File: config.mk
export PLATFORM = sky130hd
export DESIGN_NAME = round_control_flat
export DESIGN_NICKNAME = d
export VERILOG_FILES = /design/src/rtl/round_control_pkg.sv /design/src/rtl/round_control_if.sv /design/src/rtl/round_control_phase_timer.sv /design/src/rtl/round_control.sv /design/src/flat_wrapper.sv
export SDC_FILE = /design/constraint.sdc
export NUM_CORES = 1
export LEC_CHECK = 0
export ABC_AREA = 1
export BUFFER_PORTS_ARGS = -buffer_cell sky130_fd_sc_hd__clkbuf_2
export CAP_MARGIN = 15
export CORE_MARGIN = 2
export CORE_UTILIZATION = 50
export CTS_BUF_LIST = sky130_fd_sc_hd__clkbuf_16
export CTS_CLUSTER_DIAMETER = 50
export DETAILED_ROUTE_END_ITERATION = 10
export PLACE_DENSITY = 0.69
export SYNTH_ARGS = -nofsm -noshare
export SYNTH_HDL_FRONTEND = slang
export SYNTH_HIERARCHICAL = 1
export SYNTH_SLANG_ARGS = --single-unit
File: constraint.sdc
create_clock -name clk -period 3.3 [get_ports clk]
set_input_delay 0.33 -clock clk [delete_from_list [all_inputs] [get_ports clk]]
set_output_delay 0.33 -clock clk [all_outputs]
set_load 0.005 [all_outputs]
File: src/rtl/round_control_pkg.sv
// round_control_pkg
//   Shared definitions for the memory-tile round sequencer:
//   - MAX_LEN / SEQ_W : longest round and width of the packed tile sequence
//   - state_t         : sequencer state encoding
//   - tile()          : extracts tile i from the packed sequence, MSB at the lower bit index
package round_control_pkg;

  localparam int MAX_LEN = 9;
  localparam int SEQ_W   = 2 * MAX_LEN;

  typedef enum logic [3:0] {
    S_IDLE,
    S_GAP,
    S_SHOW,
    S_PREP,
    S_WAIT,
    S_STROBE,
    S_EVAL,
    S_RELEASE,
    S_WIN,
    S_LOSE
  } state_t;

  // Tile i occupies bits [2i+1:2i], but bit 2i is the tile MSB.
  function automatic logic [1:0] tile(input logic [SEQ_W-1:0] seq, input logic [3:0] idx);
    logic [4:0] b;
    b = {idx, 1'b0};
    return {seq[b], seq[b + 5'd1]};
  endfunction

endpackage

File: src/rtl/round_control_if.sv
// round_control_if
//   Link between the round sequencer and the player-input/check datapath.
//   seq_counter  : tile index under playback or under check
//   playerEN     : enables press capture in the datapath
//   checkEN      : one-cycle compare strobe
//   player_input : a press has been captured under playerEN
//   check        : registered match result, valid one cycle after checkEN
//   master = sequencer side, slave = datapath side.
interface round_control_if;
  logic [3:0] seq_counter;
  logic       playerEN;
  logic       checkEN;
  logic       player_input;
  logic       check;

  modport master (
    output seq_counter, playerEN, checkEN,
    input  player_input, check
  );

  modport slave (
    input  seq_counter, playerEN, checkEN,
    output player_input, check
  );
endinterface

File: src/rtl/round_control_phase_timer.sv
// phase_timer
//   Cycle counter for the round sequencer. Counts cycles spent in the current state;
//   i_clear restarts it at 0 on the next cycle (asserted on every state change).
//   Each compare output is high during the K-th and later cycles of a state, so a
//   state that leaves on the compare lasts exactly K cycles.
//   Ports: clk, reset (sync, active-high), i_clear,
//          o_ge_gap / o_ge_show / o_ge_timeout.
module phase_timer #(
  parameter int GAP_CYCLES     = 12_500_000,
  parameter int SHOW_CYCLES    = 25_000_000,
  parameter int TIMEOUT_CYCLES = 250_000_000
) (
  input  logic clk,
  input  logic reset,
  input  logic i_clear,
  output logic o_ge_gap,
  output logic o_ge_show,
  output logic o_ge_timeout
);

  localparam int W = $clog2(GAP_CYCLES + SHOW_CYCLES + TIMEOUT_CYCLES + 1);
  localparam logic [W-1:0] GAP_LAST  = W'(GAP_CYCLES - 1);
  localparam logic [W-1:0] SHOW_LAST = W'(SHOW_CYCLES - 1);
  localparam logic [W-1:0] TOUT_LAST = W'(TIMEOUT_CYCLES - 1);

  logic [W-1:0] r_count;

  // Saturates so a long stay in IDLE/WIN/LOSE never wraps the count.
  always_ff @(posedge clk) begin
    if (reset || i_clear) r_count <= '0;
    else if (r_count != '1) r_count <= r_count + 1'b1;
  end

  assign o_ge_gap     = (r_count >= GAP_LAST);
  assign o_ge_show    = (r_count >= SHOW_LAST);
  assign o_ge_timeout = (r_count >= TOUT_LAST);

endmodule

File: src/rtl/round_control.sv
// round_control
//   Round sequencer for the memory-tile game: plays back the first round_len tiles,
//   then lets the datapath capture and check one press per tile. Grows the round on
//   success; ends on a wrong tile, a press timeout or a completed MAX_LEN round.
//   Ports: clk, reset (sync, active-high), i_start, i_seq (packed tile sequence),
//          dp (datapath link, master side), o_show_on, o_show_tile, o_round_len,
//          o_win, o_lose. All outputs are registered.
module round_control
  import round_control_pkg::*;
#(
  parameter int SHOW_CYCLES    = 25_000_000,
  parameter int GAP_CYCLES     = 12_500_000,
  parameter int TIMEOUT_CYCLES = 250_000_000
) (
  input  logic             clk,
  input  logic             reset,
  input  logic             i_start,
  input  logic [SEQ_W-1:0] i_seq,
  round_control_if.master  dp,
  output logic             o_show_on,
  output logic [1:0]       o_show_tile,
  output logic [3:0]       o_round_len,
  output logic             o_win,
  output logic             o_lose
);

  state_t     r_state, w_state_n;
  logic [3:0] r_seq_counter, w_cnt_n;
  logic [3:0] r_round_len, w_len_n;
  logic       r_win, w_win_n;
  logic       r_lose, w_lose_n;
  logic       r_player_en, r_check_en, r_show_on;
  logic [1:0] r_show_tile;
  logic       w_ge_gap, w_ge_show, w_ge_timeout;
  logic       w_more;

  phase_timer #(
    .GAP_CYCLES    (GAP_CYCLES),
    .SHOW_CYCLES   (SHOW_CYCLES),
    .TIMEOUT_CYCLES(TIMEOUT_CYCLES)
  ) u_timer (
    .clk         (clk),
    .reset       (reset),
    .i_clear     (w_state_n != r_state),
    .o_ge_gap    (w_ge_gap),
    .o_ge_show   (w_ge_show),
    .o_ge_timeout(w_ge_timeout)
  );

  // More tiles remain in the current round after the one at seq_counter.
  assign w_more = (r_seq_counter < (r_round_len - 4'd1));

  always_ff @(posedge clk) begin
    if (reset) r_state <= S_IDLE;
    else       r_state <= w_state_n;
  end

  always_comb begin
    w_state_n = r_state;
    w_cnt_n   = r_seq_counter;
    w_len_n   = r_round_len;
    w_win_n   = r_win;
    w_lose_n  = r_lose;
    case (r_state)
      S_IDLE, S_WIN, S_LOSE: begin
        if (i_start) begin
          w_state_n = S_GAP;
          w_cnt_n   = 4'd0;
          w_len_n   = 4'd1;
          w_win_n   = 1'b0;
          w_lose_n  = 1'b0;
        end
      end
      S_GAP:  if (w_ge_gap) w_state_n = S_SHOW;
      S_SHOW: begin
        if (w_ge_show) begin
          if (w_more) begin
            w_cnt_n   = r_seq_counter + 4'd1;
            w_state_n = S_GAP;
          end else begin
            w_cnt_n   = 4'd0;
            w_state_n = S_PREP;
          end
        end
      end
      S_PREP: if (w_ge_gap) w_state_n = S_WAIT;
      S_WAIT: begin
        // A press in the final timeout cycle still counts.
        if (dp.player_input) begin
          w_state_n = S_STROBE;
        end else if (w_ge_timeout) begin
          w_state_n = S_LOSE;
          w_lose_n  = 1'b1;
        end
      end
      S_STROBE: w_state_n = S_EVAL;
      S_EVAL: begin
        if (!dp.check) begin
          w_state_n = S_LOSE;
          w_lose_n  = 1'b1;
        end else if (w_more) begin
          w_cnt_n   = r_seq_counter + 4'd1;
          w_state_n = S_RELEASE;
        end else if (r_round_len == 4'(MAX_LEN)) begin
          w_state_n = S_WIN;
          w_win_n   = 1'b1;
        end else begin
          w_len_n   = r_round_len + 4'd1;
          w_cnt_n   = 4'd0;
          w_state_n = S_GAP;
        end
      end
      S_RELEASE: w_state_n = S_WAIT;
      default:   w_state_n = S_IDLE;
    endcase
  end

  // Outputs are decoded from the next state so they line up with r_state.
  always_ff @(posedge clk) begin
    if (reset) begin
      r_seq_counter <= 4'd0;
      r_round_len   <= 4'd1;
      r_win         <= 1'b0;
      r_lose        <= 1'b0;
      r_player_en   <= 1'b0;
      r_check_en    <= 1'b0;
      r_show_on     <= 1'b0;
    end else begin
      r_seq_counter <= w_cnt_n;
      r_round_len   <= w_len_n;
      r_win         <= w_win_n;
      r_lose        <= w_lose_n;
      r_player_en   <= (w_state_n == S_WAIT);
      r_check_en    <= (w_state_n == S_STROBE);
      r_show_on     <= (w_state_n == S_SHOW);
    end
  end

  // Tile value only matters while o_show_on is high, so it carries no reset.
  always_ff @(posedge clk) begin
    r_show_tile <= tile(i_seq, w_cnt_n);
  end

  assign dp.seq_counter = r_seq_counter;
  assign dp.playerEN    = r_player_en;
  assign dp.checkEN     = r_check_en;
  assign o_show_on      = r_show_on;
  assign o_show_tile    = r_show_tile;
  assign o_round_len    = r_round_len;
  assign o_win          = r_win;
  assign o_lose         = r_lose;

endmodule

File: src/flat_wrapper.sv
// flat-port wrapper written by rule: the top's interface ports become plain ports
module round_control_flat import round_control_pkg::*;
#(
  parameter int SHOW_CYCLES    = 25_000_000,
  parameter int GAP_CYCLES     = 12_500_000,
  parameter int TIMEOUT_CYCLES = 250_000_000
)
  (clk, reset, i_start, i_seq, o_show_on, o_show_tile, o_round_len, o_win, o_lose, dp_seq_counter, dp_playerEN, dp_checkEN, dp_player_input, dp_check);
  round_control_if dp_i ();
  input  logic clk;
  input  logic reset;
  input  logic i_start;
  input  logic [SEQ_W-1:0] i_seq;
  output logic o_show_on;
  output logic [1:0] o_show_tile;
  output logic [3:0] o_round_len;
  output logic o_win;
  output logic o_lose;
  output wire logic [$bits(dp_i.seq_counter)-1:0] dp_seq_counter;
  output wire logic [$bits(dp_i.playerEN)-1:0] dp_playerEN;
  output wire logic [$bits(dp_i.checkEN)-1:0] dp_checkEN;
  input wire logic [$bits(dp_i.player_input)-1:0] dp_player_input;
  input wire logic [$bits(dp_i.check)-1:0] dp_check;
  assign dp_seq_counter = dp_i.seq_counter;
  assign dp_playerEN = dp_i.playerEN;
  assign dp_checkEN = dp_i.checkEN;
  assign dp_i.player_input = dp_player_input;
  assign dp_i.check = dp_check;
  round_control #(.SHOW_CYCLES(SHOW_CYCLES), .GAP_CYCLES(GAP_CYCLES), .TIMEOUT_CYCLES(TIMEOUT_CYCLES)) u_core (.clk(clk), .reset(reset), .i_start(i_start), .i_seq(i_seq), .dp(dp_i), .o_show_on(o_show_on), .o_show_tile(o_show_tile), .o_round_len(o_round_len), .o_win(o_win), .o_lose(o_lose));
endmodule
# ---- After elaboration in Yosys (flattened, before gate mapping)
# Cells that the tools add are included.
dict set report word_totals {
  regBits 48
  input_bits 23
  elab_cells 88
}
dict set report classes {
  add_sub_neg 5
  magnitude_cmp 6
  eq_ne 23
  n_mux 36
  n_reduce_logical 8
}
# operator n
set ops {}
lappend ops {{two-way mux 4 bit} 19}
lappend ops {{one-hot mux 4 bit (8 select lines)} 1}
lappend ops {{adder 29 x 1 -> 29 bit, second input constant} 1}
lappend ops {{>= comparator 29 x 24 -> 1 bit, second input constant} 1}
lappend ops {{>= comparator 29 x 25 -> 1 bit, second input constant} 1}
lappend ops {{>= comparator 29 x 28 -> 1 bit, second input constant} 1}
lappend ops {{inequality test 29 bit, second input constant} 1}
lappend ops {{== test 4 x 3 -> 1 bit, second input constant} 6}
lappend ops {{AND reduction 5 bit} 3}
lappend ops {{inequality test 2 bit, second input constant} 7}
lappend ops {{== test 4 x 2 -> 1 bit, second input constant} 3}
lappend ops {{== test 4 bit, second input constant} 3}
lappend ops {{less-than comparator 5 x 6 -> 1 bit, second input constant} 2}
lappend ops {{one-hot mux 4 bit (3 select lines)} 1}
lappend ops {{two-way mux 1 bit} 9}
lappend ops {{adder 4 x 1 -> 4 bit, second input constant} 2}
lappend ops {{one-hot mux 4 bit (2 select lines)} 1}
lappend ops {{adder 5 x 1 -> 5 bit, second input constant} 1}
lappend ops {{binary-select mux 1 bit (select 5 bit)} 1}
lappend ops {{binary-select mux 1 bit (select 4 bit)} 1}
lappend ops {{== test 4 x 1 -> 1 bit, second input constant} 1}
lappend ops {{zero test 4 bit} 1}
lappend ops {{less-than comparator 4 bit} 1}
lappend ops {{inequality test 4 bit} 1}
lappend ops {{9 further kinds} 9}

# ---- Longest topological paths before layout
dict set report depth {
  ltp_word 8
  ltp_mapped 20
}

# ---- Modules after synthesis
# Netlist, hierarchy kept.
# module instances cells_each area_per_inst_um2
set modules_own_cells {}
lappend modules_own_cells {phase_timer 1 382 2212.1}
lappend modules_own_cells {round_control 1 227 1524.0}

# ---- Worst setup path before layout
# OpenSTA, ideal clock, no wires.
dict set report synth_path {
  path_kind {reg-to-reg}
  start {register u_core.u_timer.r_count[0]}
  end {register u_core.u_timer.r_count[10]}
  setup_time_ns 0.074
  arrival_ns 2.570
  required_time_ns 3.226
  path_slack_ns 0.656
  stages_incl_launch_ff 19
  path_cell_list {dfxtp_1 -> ha_1 -> inv_2 -> nor2_8 -> nand4_1 -> nor3_1 -> nand2_1 -> nand3_1 -> inv_1 -> nand3_1 -> o21ai_0 -> a211oi_1 -> nand2_1 -> nand2_1 -> nand4_1 -> nor2_2 -> inv_1 -> clkbuf_1 -> a31oi_1}
}
dict set report synth_via {
  word_cells_on_any_way 13
  cone_classes {add/sub: 1; order compare: 3; eq/ne: 2; mux: 6; reduce/logical: 1}
}
# item line
set synth_rtl {}
lappend synth_rtl {{start: declaration} round_control_phase_timer.sv:26} ;# logic [W-1:0] r_count;
lappend synth_rtl {{start signal: assignment} round_control_phase_timer.sv:31} ;# else if (r_count != '1) r_count <= r_count + 1'b1;
lappend synth_rtl {{>= comparator 29 x 24 -> 1 bit *} round_control_phase_timer.sv:34} ;# assign o_ge_gap = (r_count >= GAP_LAST);
lappend synth_rtl {{via u_core.w_ge_gap} round_control.sv:34} ;# logic w_ge_gap, w_ge_show, w_ge_timeout;
lappend synth_rtl {{two-way mux 4 bit (on tied branches)} {round_control.sv:86, round_control.sv:74}}
lappend synth_rtl {{one-hot mux 4 bit (8 select lines) *} round_control.sv:64} ;# case (r_state)
lappend synth_rtl {{inequality test 4 bit *} round_control.sv:44} ;# .i_clear (w_state_n != r_state),
lappend synth_rtl {{logical OR 1 bit *} round_control_phase_timer.sv:30} ;# if (reset || i_clear) r_count <= '0;
# The timed path passes the listed nets; every way through them passes the cells marked *.
# A chain may end at the register's enable or synchronous reset.

# ---- Final worst setup path
dict set report layout_path {
  start {register u_core.u_timer.r_count[0]}
  end {register u_core.u_timer.r_count[0]}
}
dict set report layout_via {
  elab_chain_len 6
  word_cells_on_any_way 13
  cone_classes {add/sub: 1; order compare: 3; eq/ne: 2; mux: 6; reduce/logical: 1}
}
# item line
set layout_rtl {}
lappend layout_rtl {{>= comparator 29 x 28 -> 1 bit} round_control_phase_timer.sv:36} ;# assign o_ge_timeout = (r_count >= TOUT_LAST);
lappend layout_rtl {{via u_core.w_ge_timeout} round_control.sv:34}
lappend layout_rtl {{two-way mux 4 bit} round_control.sv:91} ;# end else if (w_ge_timeout) begin
lappend layout_rtl {{two-way mux 4 bit} round_control.sv:89} ;# if (dp.player_input) begin
lappend layout_rtl {{one-hot mux 4 bit (8 select lines)} round_control.sv:64}
lappend layout_rtl {{inequality test 4 bit} round_control.sv:44}
lappend layout_rtl {{logical OR 1 bit} round_control_phase_timer.sv:30}
# The timed path passes the listed nets, and every way through them passes these cells.

==> flow_summary.ini <==
[status]
status = finished, final reports clean

[critical_path]
cp.required_ns = 3.52
cp_cell_sequence = ha_2 -> inv_2 -> nor2_8 -> nand2_1 -> nor3_1 -> nand3_1 -> nand3_2 -> o21ai_0 -> nand3_1 -> a211oi_1 -> nand2_1 -> inv_1 -> nand2_1 -> nand4_1 -> nor2_4 -> buf_12 -> clkinvlp_4 -> a21oi_1
slowest_delay_ns = 0.40
cp-end-kind = flip-flop
path_common_cell = nand2_1
cp_max_fo = 8
crit_buf_inv = 4
worst_path_max_delay_cell = dfxtp_2
reg2regPathDepth = 18
crit_arrival_ns = 3.20
r2r_slack_ns = 0.32
crit_family = simple AND/OR/NAND/NOR gates
crit_type = flip-flop to flip-flop
path_depth = 18
critPathLaunchType = flip-flop

[timing]
setup_violations = 0
finalCritPeriodShare_pct = 90.42
tns_ns = 0
layout_min_cycle_time_ns = 2.984
worst_slew_pin_slew_ns = 0.5628
hold_viol = 0
whs_ns = 0.2872
relSlewSlack_pct = 62.08
slew_viol_final = 0
setup_slack_ns = 0.3160
clock_skew_ns = 0.004899
rsz0062_at_grt = false
fmax_ghz = 0.3351

[clock_network]
cts_tree = built
clk_pin_slew_ns = 0.06
cts_made_buffers = 5
clk_latency_ns = 0.29
htree_levels = 2
clockRootBuffer = clkbuf_16
clockBufferDepth = 2
cts_hold_buffers = 0
clkSinkCount = 48

[synthesis]
synth_compound_area_share_pct = 8.171
synthMuxAreaShare_pct = 0
netlist_area_sq_um = 3736
yosysSeqAreaShare_pct = 25.72
synthSimpleGateAreaFrac_pct = 48.96
synth-edff-count = 0
synth.avg_cell_area_sq_um = 6.135
synthArstFlopShare_pct = 0
yosysWarnings = 6
synth_top_family_by_area = simple AND/OR/NAND/NOR gates
synth-xor-area-share_pct = 2.344
synth_seq_cells = 48
ys.flop_type = dfxtp_1
synth_cell_types = 44
synth_adder_area_share_pct = 2.679
syn_nets = 640
syn_inst = 609

[floorplan]
rows = 31
design.core.area_sq_um = 7253
die_h_microns = 90.44
die_width_microns = 90.44
ios = 38
start_util_pct = 51.51
dieArea_sq_um = 8179

[finish]
finalInstanceArea_sq_um = 4193
fin_nets = 679
drive_above_1_share_pct = 15.25
stdcell_count = 748
final_util_pct = 57.81
area_growth_pct = 12.22
antennaDiodeCount = 0

[placement]
hpwlAfterDp_microns = 7625
globalplace.congestion = 0.9504
dpl-instance-area_sq_um = 4000
portBuffers = 37
place_inst = 738
post-place-ws_ns = 0.2797

[route]
vias = 3949
routed_wl_microns = 9810
drt_iter0_drc = 357
drc_errors = 0
viasPerCell = 5.279
drtPass1Iterations = 5
wl_per_cell_microns = 13.11
drtAntennaViolNets = 0

[power]
power_mw = 1.274
ir_drop_v = 0.0002180
powerDensity_nw_per_um2 = 303.8
power_leakage_nw = 1.955

[global_route]
grt_antenna_before_repair = 0
overflow = 0
grt_pass1_vias = 3491
grt_pass1_wl_microns = 16240
grt_use_total_pct = 23.90
grt_max_degree = 26

[min_path]
hold_path_class = input port to flip-flop
hold_path_depth = 3

[job]
timing.max_cap.violations = 0
sequential cells by signal, summed over array words and instances (netlist names):
name	count
u_core/o_show_on	1
u_core/dp.seq_counter	4
u_core/r_state	4
u_core/o_round_len	4
u_core/o_lose	1
u_core/o_win	1
u_core/dp.checkEN	1
u_core/o_show_tile	2
u_core/dp.playerEN	1
u_core/u_timer/r_count	29
path summary, 6_finish.rpt:
check	start	endpoint
setup / recovery	u_core/u_timer/r_count[0]	u_core/u_timer/r_count[0]
hold / removal	i_seq[17]	u_core/o_show_tile[0]
setup reg to reg	u_core/u_timer/r_count[0]	u_core/u_timer/r_count[0]
hold reg to reg	u_core/o_win	u_core/o_win
report_power, final:
group | switching [mW] | total (mW) | internal, mW | leakage (nW)
logic | 0.0996 | 0.161 | 0.0617 | 1.50
registers | 0.0130 | 0.604 | 0.591 | 0.389
clock network | 0.230 | 0.509 | 0.278 | 0.0635
cells in the final DEF (no fill, tap or decap), drive strengths merged, types with 4 or more instances in the layout:
cell and count:
nand4 15, nand3b 4, dfxtp 48, clkbuf 42, o21ai 16, clkinvlp 4
ha 8, nand2 165, nor3 12, a31oi 6, xnor2 4, nor2 92
inv 104, xor2 6, a21oi 14, nand3 85
per-layer routing:
layer | vias up | GRT usage [%] | wire length, microns
met5 | - | 0 | 0
met4 | 0 | 4.615 | 55
met3 | 8 | 4.341 | 772
met2 | 159 | 36.22 | 4249
met1 | 1753 | 35.53 | 4733
li1 | 2029 | - | -
cells by family after synthesis:
group / after synthesis
and+or+nand+nor: 380
buffers and inverters: 114
adders and majority gates: 8
AOI/OAI and AO/OA: 49
DFF: 48
xor gates and xnor gates: 10
synth_stat cells, types with 2 or more instances:
cell	number	area [sq um]
nand2_1	148	555.5
inv_1	94	352.8
nor2_1	83	311.6
nand3_1	77	385.4
dfxtp_1	48	960.9
nand4_1	15	93.84
o21ai_0	15	75.07
a21oi_1	14	70.07
nor3_1	12	60.06
inv_2	10	37.54
ha_1	8	100.1
nand2_2	8	50.05
nand2_4	8	90.09
a31oi_1	6	37.54
nand3_2	6	60.06
xor2_1	6	52.55
nor2_2	5	31.28
nand3b_1	4	30.03
xnor2_1	4	35.03
a211oi_1	3	22.52
nor4_1	3	18.77
o2111ai_1	3	26.28
buf_2	2	10.01
buf_6	2	22.52
clkbuf_1	2	7.510
nand3_4	2	35.03
nor2_4	2	22.52
nor2_8	2	40.04
o211ai_1	2	15.01
final cells by class:
class	count	area [sq um]
sequential	48	962.2
multi-input combinational	447	2335
timing repair buffer	39	216.5
fill	729	3060
timing repair inverter	1	7.507
clock inverter	3	18.77
inverter	106	404.1
tap	99	123.9
clock buffer	5	125.1
worst register-to-register path, delay by kind of cell, from the launching register on:
family,cells,cell delay [ns]
and+or+nand+nor,10,1.52
DFF,1,0.40
buffers and inverters,4,0.41
adders and majority gates,1,0.27
AOI/OAI and AO/OA,3,0.33
what timing repair did:
action                                  4_1_cts  5_1_grt
gates resized for setup                       0        7
setup buffers                                 0        1
endpoints found under the setup margin        0       29
No activity file was read; power rests on OpenSTA's default activity.
